## config.mk

```make
export PLATFORM = sky130hd
export DESIGN_NAME = adc_frame_packer
export DESIGN_NICKNAME = d
export VERILOG_FILES = /design/src/rtl/adc_frame_packer.sv
export SDC_FILE = /design/constraint.sdc
export NUM_CORES = 1
export LEC_CHECK = 0
export ABC_CLOCK_PERIOD_IN_PS = 13200
export CAP_MARGIN = 20
export CORE_ASPECT_RATIO = 0.8
export CORE_MARGIN = 2
export CORE_UTILIZATION = 40
export DETAILED_ROUTE_END_ITERATION = 7
export GPL_TIMING_DRIVEN = 1
export PLACE_DENSITY = 0.67
export SKIP_LAST_GASP = 1
export SLEW_MARGIN = 10
export SYNTH_ARGS = -nofsm -noshare
export SYNTH_HDL_FRONTEND = slang
export SYNTH_SLANG_ARGS = --single-unit
```

## constraint.sdc

```tcl
create_clock -name sys_clk -period 13.2 [get_ports sys_clk]
set_clock_uncertainty 0.05 [all_clocks]
set_input_delay 1.32 -clock sys_clk [delete_from_list [all_inputs] [get_ports sys_clk]]
set_output_delay 1.32 -clock sys_clk [all_outputs]
set_load 0.05 [all_outputs]
```

## src/rtl/adc_frame_packer.sv

```systemverilog
// Packs each 8-channel ADC sample set into a frame of 32-bit RAM words inside a ping-pong buffer.
// Define ADC_FRAME_HDR_EN to prefix every frame with a {16'hA5A5, frame_cnt} header word.
module adc_frame_packer #(
    parameter int ADDR_WIDTH      = 14,
    parameter int FRAMES_PER_HALF = 1024
) (
    input  logic                  sys_clk,
    input  logic                  rst,
    input  logic                  adc_enable,
    input  logic                  adc_read_done,
    input  logic [15:0]           adc_ch1,
    input  logic [15:0]           adc_ch2,
    input  logic [15:0]           adc_ch3,
    input  logic [15:0]           adc_ch4,
    input  logic [15:0]           adc_ch5,
    input  logic [15:0]           adc_ch6,
    input  logic [15:0]           adc_ch7,
    input  logic [15:0]           adc_ch8,
    input  logic [1:0]            buf_ack,
    input  logic                  ovf_clr,
    output logic [ADDR_WIDTH-1:0] mem_wr_addr,
    output logic [31:0]           mem_wr_data,
    output logic                  mem_wr_en,
    output logic [1:0]            buf_ready,
    output logic                  buf_overflow,
    output logic [15:0]           drop_cnt,
    output logic [15:0]           frame_cnt,
    output logic                  busy
);

`ifdef ADC_FRAME_HDR_EN
    localparam int WPF = 5;
`else
    localparam int WPF = 4;
`endif
    localparam int                    HALF_WORDS  = FRAMES_PER_HALF * WPF;
    localparam logic [ADDR_WIDTH-1:0] HALF_BASE   = ADDR_WIDTH'(HALF_WORDS);
    localparam logic [ADDR_WIDTH-1:0] LAST_OFFSET = ADDR_WIDTH'(HALF_WORDS - 1);
    localparam logic [2:0]            LAST_WORD   = 3'(WPF - 1);

    typedef enum logic {IDLE, WRITE} state_t;

    state_t                  state, state_nxt;
    logic                    en_q;
    logic                    en_rise;
    logic                    frame_req;
    logic                    accept;
    logic                    drop;
    logic                    last_word;
    logic                    half_full;
    logic                    wr_half;
    logic [ADDR_WIDTH-1:0]   wr_offset;
    logic [2:0]              word_idx;
    logic [1:0]              pair;
    logic [1:0]              ready_set;
    logic [15:0]             shadow [8];

    // An enable rising edge restarts the capture session and swallows a coincident strobe.
    assign en_rise   = adc_enable & ~en_q;
    assign frame_req = adc_read_done & adc_enable & ~en_rise;
    assign half_full = last_word && (wr_offset == LAST_OFFSET);
    assign ready_set = half_full ? (2'b01 << wr_half) : 2'b00;

    // NOTE: every signal driven here gets a default first, so no path leaves one unassigned and no latch is inferred.
    always_comb begin
        state_nxt = state;
        mem_wr_en = 1'b0;
        busy      = 1'b0;
        accept    = 1'b0;
        drop      = 1'b0;
        last_word = 1'b0;
        case (state)
            IDLE: begin
                if (frame_req) begin
                    if (buf_ready[wr_half]) begin
                        drop = 1'b1;
                    end else begin
                        accept    = 1'b1;
                        state_nxt = WRITE;
                    end
                end
            end
            WRITE: begin
                mem_wr_en = 1'b1;
                busy      = 1'b1;
                drop      = frame_req;
                if (word_idx == LAST_WORD) begin
                    last_word = 1'b1;
                    state_nxt = IDLE;
                end
            end
            default: state_nxt = IDLE;
        endcase
    end

    // NOTE: sequential state uses non-blocking assignments so every register samples pre-edge values.
    always_ff @(posedge sys_clk or posedge rst) begin
        if (rst) state <= IDLE;
        else     state <= state_nxt;
    end

    // NOTE: the eight shadow registers are reset like any other flop; they are not a RAM macro.
    always_ff @(posedge sys_clk or posedge rst) begin
        if (rst) begin
            for (int i = 0; i < 8; i++) shadow[i] <= '0;
        end else if (accept) begin
            shadow[0] <= adc_ch1;
            shadow[1] <= adc_ch2;
            shadow[2] <= adc_ch3;
            shadow[3] <= adc_ch4;
            shadow[4] <= adc_ch5;
            shadow[5] <= adc_ch6;
            shadow[6] <= adc_ch7;
            shadow[7] <= adc_ch8;
        end
    end

    always_ff @(posedge sys_clk or posedge rst) begin
        if (rst) begin
            en_q         <= 1'b0;
            word_idx     <= '0;
            wr_half      <= 1'b0;
            wr_offset    <= '0;
            buf_ready    <= '0;
            buf_overflow <= 1'b0;
            drop_cnt     <= '0;
            frame_cnt    <= '0;
        end else begin
            en_q <= adc_enable;

            if (mem_wr_en) word_idx <= last_word ? 3'd0 : word_idx + 3'd1;

            if (en_rise) begin
                wr_half   <= 1'b0;
                wr_offset <= '0;
            end else if (mem_wr_en) begin
                if (half_full) begin
                    wr_half   <= ~wr_half;
                    wr_offset <= '0;
                end else begin
                    wr_offset <= wr_offset + 1'b1;
                end
            end

            if (en_rise)        frame_cnt <= '0;
            else if (last_word) frame_cnt <= frame_cnt + 16'd1;

            // Setting a half's ready flag overrides a simultaneous ack of that half.
            if (en_rise) buf_ready <= '0;
            else         buf_ready <= (buf_ready & ~buf_ack) | ready_set;

            // A drop overrides a simultaneous clear: the lost frame is the first one counted.
            if (en_rise) begin
                buf_overflow <= 1'b0;
                drop_cnt     <= '0;
            end else if (drop) begin
                buf_overflow <= 1'b1;
                if (ovf_clr)                    drop_cnt <= 16'd1;
                else if (drop_cnt != 16'hFFFF)  drop_cnt <= drop_cnt + 16'd1;
            end else if (ovf_clr) begin
                buf_overflow <= 1'b0;
                drop_cnt     <= '0;
            end
        end
    end

    assign mem_wr_addr = (wr_half ? HALF_BASE : '0) + wr_offset;

`ifdef ADC_FRAME_HDR_EN
    assign pair = word_idx[1:0] - 2'd1;
`else
    assign pair = word_idx[1:0];
`endif

    always_comb begin
        mem_wr_data = '0;
        if (mem_wr_en) begin
`ifdef ADC_FRAME_HDR_EN
            if (word_idx == 3'd0) mem_wr_data = {16'hA5A5, frame_cnt};
            else                  mem_wr_data = {shadow[{pair, 1'b1}], shadow[{pair, 1'b0}]};
`else
            mem_wr_data = {shadow[{pair, 1'b1}], shadow[{pair, 1'b0}]};
`endif
        end
    end

endmodule
```

Yosys cells after proc, flatten, opt, wreduce, memory -nomap -nowiden
Index checks and enable logic that the tools add are counted.

Register bits after elaboration: 183. Input bits: 135.

Shifts and indexed selects: 1. $lt $le $gt $ge: 3. Equality and inequality tests: 3. Bitwise gates (word level): 12. Muxes and demuxes: 40. Reduce and logical (&&, ||, !) cells: 8. $add $sub $neg: 5.

Operators by type and width (number): 2-to-1 mux 16 bit (11); binary-select mux 16 bit (select 3 bit) (2); 2-to-1 mux 14 bit (3); adder 16 x 1 -> 16 bit (second input constant) (2); 2-to-1 mux 32 bit (1); 2-to-1 mux 1 bit (17); inequality test 16 bit (second input constant) (1); adder 13 x 14 -> 14 bit (1); adder 14 x 1 -> 14 bit (second input constant) (1); == test 14 x 12 -> 1 bit (second input constant) (1); 2-to-1 mux 13 bit (1); greater-or-equal comparator 4 bit (second input constant) (2); NOT 3 -> 4 bit (2); nonzero test 2 bit (3); nonzero test 3 bit (2); 2-to-1 mux 2 bit (2); NOT 1 bit (4); case mux 1 bit (2 select lines) (2); AND reduction 2 bit (2); adder 3 x 1 -> 3 bit (second input constant) (1); bitwise AND 1 bit (3); == test 3 x 2 -> 1 bit (second input constant) (1); 2-to-1 mux 3 bit (1); bitwise AND 2 bit (1); other kinds (5) (5).

Depth between registers and ports, before layout
Gate-level depths: netlist of the first run.

Depth after elaboration: 8. Gate-level depth with buffers: 7.

Least setup slack after synthesis of the first run
OpenSTA, ideal clock, no wires.

Path type: register to output. Start point: register state. End point: output port mem_wr_data[13]. Cell stages (with the launch flop): 5. Arrival: 1.787 ns. Slack: 10.043 ns. Data required time: 11.830 ns. Cells stage by stage: dfrtp_1 > buf_2 > clkbuf_1 > clkbuf_1 > and2_1.

Cells in the longest elaborated chain, start to end: 2.

Ends and longest elaborated chain: start, declared (RTL line 43) `state_t state, state_nxt;`; start signal, assigned (RTL line 99) `else state <= state_nxt;`; 2-to-1 mux 1 bit (RTL line 72) `case (state)`; 2-to-1 mux 32 bit (RTL line 177) `if (mem_wr_en) begin`; end, declared (RTL line 22) `output logic [31:0] mem_wr_data,`.

Every way passes these cells.

Worst setup path after layout of the first run
Start point: register word_idx[0]. End point: output port mem_wr_data[12].

Cells in the longest elaborated chain, start to end: 5.

Ends and longest elaborated chain: start, declared (RTL line 53) `logic [2:0] word_idx;`; start signal, assigned (RTL line 131) `if (mem_wr_en) word_idx <= last_word ? 3'd0 : word_idx + 3'd1;`; NOT 3 -> 4 bit (implied by the code) (RTL line 182) `mem_wr_data = {shadow[{pair, 1'b1}], shadow[{pair, 1'b0}]};`; binary-select mux 16 bit (select 3 bit) (RTL line 182); 2-to-1 mux 16 bit (implied by the code) (2 in a row) (RTL line 182); 2-to-1 mux 32 bit (RTL line 177).

Every way passes these cells. The select of a mux whose other input is x is not followed.

==> results of run 1 <==
[sequential cells by signal, indices dropped and copies added, names as in the netlist]
register      flops
word_idx          3
drop_cnt         16
en_q              1
buf_overflow      1
buf_ready         2
wr_half           1
state             1
shadow          128
frame_cnt        16
wr_offset        14
[per-layer routing]
layer / global-route usage / share of wire / up-vias
li1: - / - / 2748
met4: 0.0431 / 0.0087 / 2
met3: 0.0716 / 0.087 / 15
met2: 0.289 / 0.45 / 197
met5: 0 / 0.00063 / -
met1: 0.251 / 0.45 / 2962
[final timing paths]
kind | from | to | slack, ps | cells past startpoint
setup / recovery | word_idx[0] | mem_wr_data[12] | 8970 | 4
max in group asynchronous | rst | shadow[18] | 10450 | 4
min in group asynchronous | rst | shadow[118] | 1350 | 2
hold / removal | shadow[16] | shadow[16] | 450 | 1
hold reg to reg | shadow[16] | shadow[16] | 450 | 1
setup reg to reg | wr_half | shadow[11] | 10200 | 5
[worst reg2reg max path, stage by stage (launching register included)]
cell	delay, ps
dfrtp_1	390
mux2_2	390
nor3_2	110
buf_4	650
buf_4	850
mux2_2	460
[cells by family after synthesis]
kind of cell | count (synthesis) | synth area share
AND/OR/NAND/NOR | 169 | 0.104
XOR/XNOR | 22 | 0.0223
AO/OA/AOI/OAI | 51 | 0.0402
adder cells (fa/ha/maj) | 5 | 0.00723
buffers and inverters | 57 | 0.0377
multiplexers | 168 | 0.259
flip-flops | 183 | 0.529
[through the flow]
stage / setup slack, ps / power [mW] / hold slack (ps)
after global routing: 8800 / 2.39 / 467
after floorplan: 6860 / 1.53 / 425
after global placement: 8780 / 1.77 / 436
after CTS: 8880 / 2.29 / 453
final: 8970 / 2.26 / 453
after detailed placement: 8670 / 1.80 / 437
[area by class of cell]
cell class / count / area, µm²
well taps: 275 / 344
fillers: 1845 / 9850
multi-input cells: 415 / 3750
clock buffers: 17 / 425
flip-flops and latches: 183 / 4580
inverters: 7 / 31.3
repair buffers: 225 / 2250
clock inverters: 14 / 141
[Yosys cell counts (4+ instances only)]
cell	count	area (µm²)
a21oi_1	14	70.1
a31oi_1	4	25.0
and2_1	34	213
and4_4	5	56.3
buf_2	9	45.0
buf_4	25	188
clkbuf_1	14	52.6
dfrtp_1	183	4580
ha_1	5	62.6
inv_1	7	26.3
mux2_2	130	1460
mux2i_1	6	60.1
mux4_2	32	721
nand2_1	31	116
nand3_1	17	85.1
nand4_1	11	68.8
nor2_1	39	146
o21ai_0	10	50.1
or3_1	9	56.3
xnor2_1	7	61.3
xor2_1	15	131
[report_power, final]
group	internal (mW)	switching (mW)	leakage, nW
registers	0.759	0.114	2.27
logic	0.463	0.440	2.18
clock network	0.249	0.239	0.267
==> out/results.ini, run 1 <==
[status]
status=finished clean

[floorplanning]
die_h_um=136
io_pins=218
core_area_um2=21400
floorplan.initialDensity=0.405
rows=48
die_w_um=168
dieArea_um2=22800

[clocking]
htreeDepth=4
clkTransAtPathRegs_ps=70
cts_buffers=17
ctsRootBufferMaster=clkbuf_16
postCtsHoldBufs=0
cts.sinks=183
post_cts_resized=0
tritoncts=done
post-cts-setup-buffer-count=0
cts_buffer_depth=2
clk-insertion-delay-late_ps=420

[power_and_ir_drop]
p_leak_nw=4.72
powerDensity_nw_per_um2=196
peakVddDrop_v=0.000172

[layout]
syn_to_final_growth_pct=33.2
final_common_cell=clkdlybuf4s50_1
final_cell_mix=clkdlybuf4s50_1 (217), dfrtp_1 (182), mux2_2 (130)
finalNetCount=989
antennaDiodeCount=0
finalNonFillerCells=1136
stdcell_area_um2=11500
final_core_util=0.539
layout-drive-gt1-share=0.253

[route]
first_pass_iters=4
via_count=5924
drc_errors=0
drtIter0Drc=361
wirelength_um=20800
routedWlPerCell_um=18.3
ant_nets=0
via_per_inst=5.21

[critical_path]
cp_data_required_time_ps=11830
crit_fanout=34
critical_path_class=flip-flop to output port
endpoint_kind=output port
cpLargestDelayFamily=buffers and inverters
critPathArrivalTime_ps=2860
worst-path-buf-inv=2
startpoint_type=flip-flop
max_stage_delay_ps=720
worst_path_max_delay_cell=clkdlybuf4s50_1
crit_chain=buf_4 > mux4_2 > and2_1 > clkdlybuf4s50_1

[synth]
netlist_area_um2=8660
synthArstFlopShare=1.00
synth_flop_cell=dfrtp_1
synth_area_per_cell_um2=13.2
yosysWarnings=0
synth.distinct_cells=49
synth-seq-cells=183
synth_fp_nets=795
ys_seq_area_frac=0.529
synth_edf_count=0
syn_inst=655

[timing]
fin_crit_ps=4230
finalCritPeriodShare=0.320
max_freq_ghz=0.236
fin_tns_setup_ps=0
hold_viol=0
final_max_slew_viol_count=0
slew_headroom=0.361
tightest_slew_ps=958
rsz0062_at_grt=no
setup_violations=0

[global_route]
grt_max_degree=105
grt_usage=0.187
grt_pass1_wl_um=33100
gr-total-overflow=0
grt_pass1_vias=6112
antenna_found_initial=1

[place]
portBuffers=217
dp_cells=1103
place_area_um2=10900
hpwl_um=14200
gp_routability_congestion=0.820

[flow_run]
cap_violations=0

[worst_hold_path]
hp-class=flip-flop to flip-flop

Power figures use the tool's default switching activity.
==> inputs of run 2 (changes only) <==
--- a/config.mk
+++ b/config.mk
@@ -5,14 +5,14 @@
 export SDC_FILE = /design/constraint.sdc
 export NUM_CORES = 1
 export LEC_CHECK = 0
-export ABC_CLOCK_PERIOD_IN_PS = 13200
+export ABC_CLOCK_PERIOD_IN_PS = 3700
 export CAP_MARGIN = 20
 export CORE_ASPECT_RATIO = 0.8
 export CORE_MARGIN = 2
 export CORE_UTILIZATION = 40
 export DETAILED_ROUTE_END_ITERATION = 7
 export GPL_TIMING_DRIVEN = 1
-export PLACE_DENSITY = 0.67
+export PLACE_DENSITY = 0.7
 export SKIP_LAST_GASP = 1
 export SLEW_MARGIN = 10
 export SYNTH_ARGS = -nofsm -noshare
==> constraint.sdc (replaced) <==
create_clock -name sys_clk -period 3.7 [get_ports sys_clk]
set_clock_uncertainty 0.05 [all_clocks]
set_input_delay 0.37 -clock sys_clk [delete_from_list [all_inputs] [get_ports sys_clk]]
set_output_delay 0.37 -clock sys_clk [all_outputs]
set_load 0.05 [all_outputs]
==> run 2 against run 1 <==
Against the previous run:
- non-clock buffer count up 5
- combinational power rose to 3.6 times the previous value
- flip-flop and latch count unchanged
- critical endpoint is now mem_wr_data[15]
==> out/results.ini, run 2 (same netlist as run 1, synthesis figures left out) <==
[status]
status=finished clean

[place]
hpwl_um=14500
gp_routability_congestion=0.817
portBuffers=217

[layout]
final_cell_mix=clkdlybuf4s50_1 (217), dfrtp_1 (182), mux2_2 (130)
largest_register_ffs=128
max_flop_register=shadow
antennaDiodeCount=0
finalNetCount=994
syn_to_final_growth_pct=34.5
top_regs=shadow: 128 flops, drop_cnt: 16 flops, frame_cnt: 16 flops
n_fill_cell=1836
final_common_cell=clkdlybuf4s50_1
layout-drive-gt1-share=0.255
final_core_util=0.544

[timing]
setup_violations=0
finalCritPeriodShare=0.858
rsz0062_at_grt=no
final_max_slew_viol_count=0
slew_headroom=0.516
max_freq_ghz=0.315
fin_tns_setup_ps=0
hold_viol=0
tightest_slew_ps=725
fin_crit_ps=3170

[critical_path]
rrSetupSlack_ps=1360
reg2reg_to=frame_cnt[10]
crit_fanout=24
r2r_start=word_idx[1]
endpoint=mem_wr_data[15]
worst_r2r_path_depth=6
startpoint_type=flip-flop
crit_start=word_idx[0]
cp_data_required_time_ps=3280
critical_path_class=flip-flop to output port
endpoint_kind=output port
critPathArrivalTime_ps=2750

[worst_hold_path]
hp-class=primary input to asynchronous set/reset pin

[route]
drtIter0Drc=462
wirelength_um=20700
drc_errors=0
first_pass_iters=5
ant_nets=0
routedWlPerCell_um=18.1
via_count=5982
via_per_inst=5.24

[clocking]
cts.sinks=183
postCtsHoldBufs=0
clkTransAtPathRegs_ps=70
cts_buffers=17
ctsRootBufferMaster=clkbuf_16
post-cts-setup-buffer-count=0
clk-insertion-delay-late_ps=420
cts_buffer_depth=2
tritoncts=done
post_cts_resized=0
htreeDepth=4

[floorplanning]
io_pins=218
floorplan.initialDensity=0.405
die_h_um=136
die_w_um=168
dieArea_um2=22800
rows=48
core_area_um2=21400

[power_and_ir_drop]
p_seq_frac=0.383
intPower_mw=5.42
p_switching_mw=2.78
switching_share=0.339
p_leak_nw=4.77
clock_power_share=0.223
combPwrFrac=0.394
peakVddDrop_v=0.000449
powerDensity_nw_per_um2=705

[flow_run]
cap_violations=0

[global_route]
grt_pass1_vias=6175
gr-total-overflow=0
grt_usage=0.189
grt_max_degree=79
antenna_found_initial=1
grt_pass1_wl_um=33500

run 2: cell types whose count changed in the layout (fill, tap and decap cells not counted), moves of 2 or more:
cell and change:
bufinv_16 +2, inv_8 -2, clkinv_4 -2, clkbuf_1 +2, inv_6 +2, buf_12 +6, clkinv_8 -2
run 2: worst max-delay path, stage by stage, from the launching register on:
cell and delay (ps):
dfrtp_2 610, buf_12 290, mux4_2 540, and2_1 180, clkdlybuf4s50_1 700
run 2: cell type report:
cell class / instances / area (µm²) / share of cell area
timing repair buffer: 230 / 2340 / 0.201
sequential: 183 / 4580 / 0.393
tap: 275 / 344 / 0.0296
clock buffer: 20 / 447 / 0.0384
multi-input combinational: 415 / 3750 / 0.323
clock inverter: 11 / 140 / 0.0120
inverter: 7 / 30.0 / 0.00258
run 2: how the worst min path moves through the flow:
stage | start | slack, ps | to
2_1_floorplan | adc_enable | 350 | en_q
3_3_place_gp | shadow[31] | 440 | shadow[31]
3_5_place_dp | shadow[8] | 440 | shadow[8]
4_1_cts | rst | 350 | frame_cnt[3]
5_1_grt | rst | 390 | frame_cnt[3]
6_report | rst | 360 | frame_cnt[3]
run 2: per-layer routing:
metal  global-route usage  vias up  wire [µm]
met3               0.0806        8       1890
met5                    0        -          0
li1                     -     2744          -
met4               0.0388        0         85
met1                0.256     3030       9280
met2                0.286      200       9420
run 2: power by group through the flow:
stage	Sequential (mW)	Clock, mW	Combinational, mW
finish	3.14	1.83	3.23
global route	3.24	1.97	3.46
CTS	3.15	1.89	3.28
detailed placement	3.17	0	3.27
global placement	3.17	0	3.20
floorplan	3.03	0	2.42
run 2: metrics by stage:
stage | setup slack (ps) | std cells | cell area [µm²] | hold WS, ps | total power [mW]
finish | 527 | 1141 | 11600 | 355 | 8.20
global route | 369 | 1141 | 11600 | 388 | 8.67
CTS | 455 | 1141 | 11600 | 354 | 8.32
detailed placement | 940 | 1110 | 11100 | 441 | 6.44
global placement | 976 | 1110 | 11100 | 436 | 6.38
floorplan | 929 | 655 | 8660 | 351 | 5.45
==> inputs of run 3 (changes only) <==
--- a/config.mk
+++ b/config.mk
@@ -7,7 +7,7 @@
 export LEC_CHECK = 0
 export ABC_CLOCK_PERIOD_IN_PS = 3700
 export CAP_MARGIN = 20
-export CORE_ASPECT_RATIO = 0.8
+export CORE_ASPECT_RATIO = 1.25
 export CORE_MARGIN = 2
 export CORE_UTILIZATION = 40
 export DETAILED_ROUTE_END_ITERATION = 7
==> run 3 against run 2 <==
Against the previous run:
- final area grew 0.13%
- critical endpoint is now mem_wr_data[23]
- critical path depth unchanged
- core utilization is essentially flat
- first-iteration DRC count shrank 52%
- non-clock buffer count shrank 1
- largest cell class unchanged
- hold slack improved by 10 ps
- routed wire length decreased by 1.9%
- combinational power shrank 2%
- die area unchanged
- sequential share of layout area about the same
==> out/results.ini, run 3 (same netlist as run 1, synthesis figures left out) <==
[global_route]
grt_max_degree=73
gr-total-overflow=0
grt_usage=0.183
antenna_found_initial=0
grt_pass1_wl_um=32400
grt_pass1_vias=6114

[route]
via_per_inst=5.19
first_pass_iters=4
drc_errors=0
ant_nets=0
wirelength_um=20300
routedWlPerCell_um=17.7
via_count=5934
drtIter0Drc=221

[layout]
largest_register_ffs=128
finalNetCount=993
syn_to_final_growth_pct=34.7
final_cell_mix=clkdlybuf4s50_1 (217), dfrtp_1 (181), mux2_2 (130)
final_common_cell=clkdlybuf4s50_1
final_core_util=0.545
max_flop_register=shadow
top_regs=shadow: 128 flops, drop_cnt: 16 flops, frame_cnt: 16 flops
antennaDiodeCount=0
layout-drive-gt1-share=0.258

[critical_path]
cp_data_required_time_ps=3280
crit_fanout=28
critPathArrivalTime_ps=2700
crit_start=word_idx[1]
rrSetupSlack_ps=1050
endpoint_kind=output port
startpoint_type=flip-flop
reg2reg_to=frame_cnt[12]
worst_r2r_path_depth=5
r2r_start=word_idx[1]
endpoint=mem_wr_data[23]
critical_path_class=flip-flop to output port

[status]
status=finished clean

[clocking]
tritoncts=done
cts_buffers=17
cts_buffer_depth=2
clkTransAtPathRegs_ps=80
htreeDepth=4
cts.sinks=183
post_cts_resized=0
post-cts-setup-buffer-count=0
clk-insertion-delay-late_ps=430
postCtsHoldBufs=0
ctsRootBufferMaster=clkbuf_16

[timing]
slew_headroom=0.375
max_freq_ghz=0.321
tightest_slew_ps=937
rsz0062_at_grt=no
final_max_slew_viol_count=0
setup_violations=0
fin_tns_setup_ps=0
hold_viol=0
fin_crit_ps=3120
finalCritPeriodShare=0.842

[place]
portBuffers=217
hpwl_um=14500
gp_routability_congestion=0.794

[power_and_ir_drop]
p_leak_nw=4.77
peakVddDrop_v=0.000410
powerDensity_nw_per_um2=703

[floorplanning]
core_area_um2=21400
die_h_um=168
die_w_um=136
rows=60
io_pins=218
floorplan.initialDensity=0.405
dieArea_um2=22800

[worst_hold_path]
hp-class=primary input to asynchronous set/reset pin

[flow_run]
cap_violations=0

-- run 3: cell count changes in the layout (fill, tap and decap cells not counted), moves of 2 or more --
| cell | change |
|---|---|
| clkinvlp_4 | +2 |
| buf_4 | -2 |
| clkbuf_1 | -2 |
| inv_6 | -2 |
| clkinv_8 | +2 |
| inv_8 | +3 |
-- run 3: area by class of cell --
type	instances	area [µm²]
clock buffer	17	425
clock inverter	14	165
fill	1853	9740
inverter	7	30.0
multi-input combinational	415	3750
sequential	183	4580
tap	279	349
timing repair buffer	229	2350
-- run 3: critical path, stage by stage, from the launching register on --
cell and delay (ps):
dfrtp_2 860, buf_4 260, mux4_2 300, and2_1 170, clkdlybuf4s50_1 690
-- run 3: report_power, final --
group          internal [mW]  switching [mW]  leakage [nW]
logic                   1.70            1.44          2.22
clock network          0.960           0.855         0.279
registers               2.71           0.526          2.27
-- run 3: routing by layer --
layer,wire (µm),global-route usage
met1,8130,0.219
met2,10300,0.310
met3,1420,0.0644
met4,389,0.0543
met5,0,0
-- run 3: worst min path at each step --
stage                            start            to  slack, ps  cells after the start
after floorplan             adc_enable          en_q        350                      0
after global placement    buf_overflow  buf_overflow        410                      2
after detailed placement  buf_overflow  buf_overflow        410                      2
after CTS                          rst   shadow[116]        370                      2
after global routing               rst   shadow[116]        390                      2
final                              rst   shadow[116]        370                      2
-- run 3: through the flow --
step	instances	worst slack, ps	total power, mW	hold slack, ps	area (µm²)
after floorplan	655	929	5.45	351	8660
after global placement	1113	1020	6.38	414	11100
after detailed placement	1113	990	6.46	414	11100
after CTS	1144	535	8.31	369	11700
after global routing	1144	470	8.65	392	11700
final	1144	585	8.19	366	11700
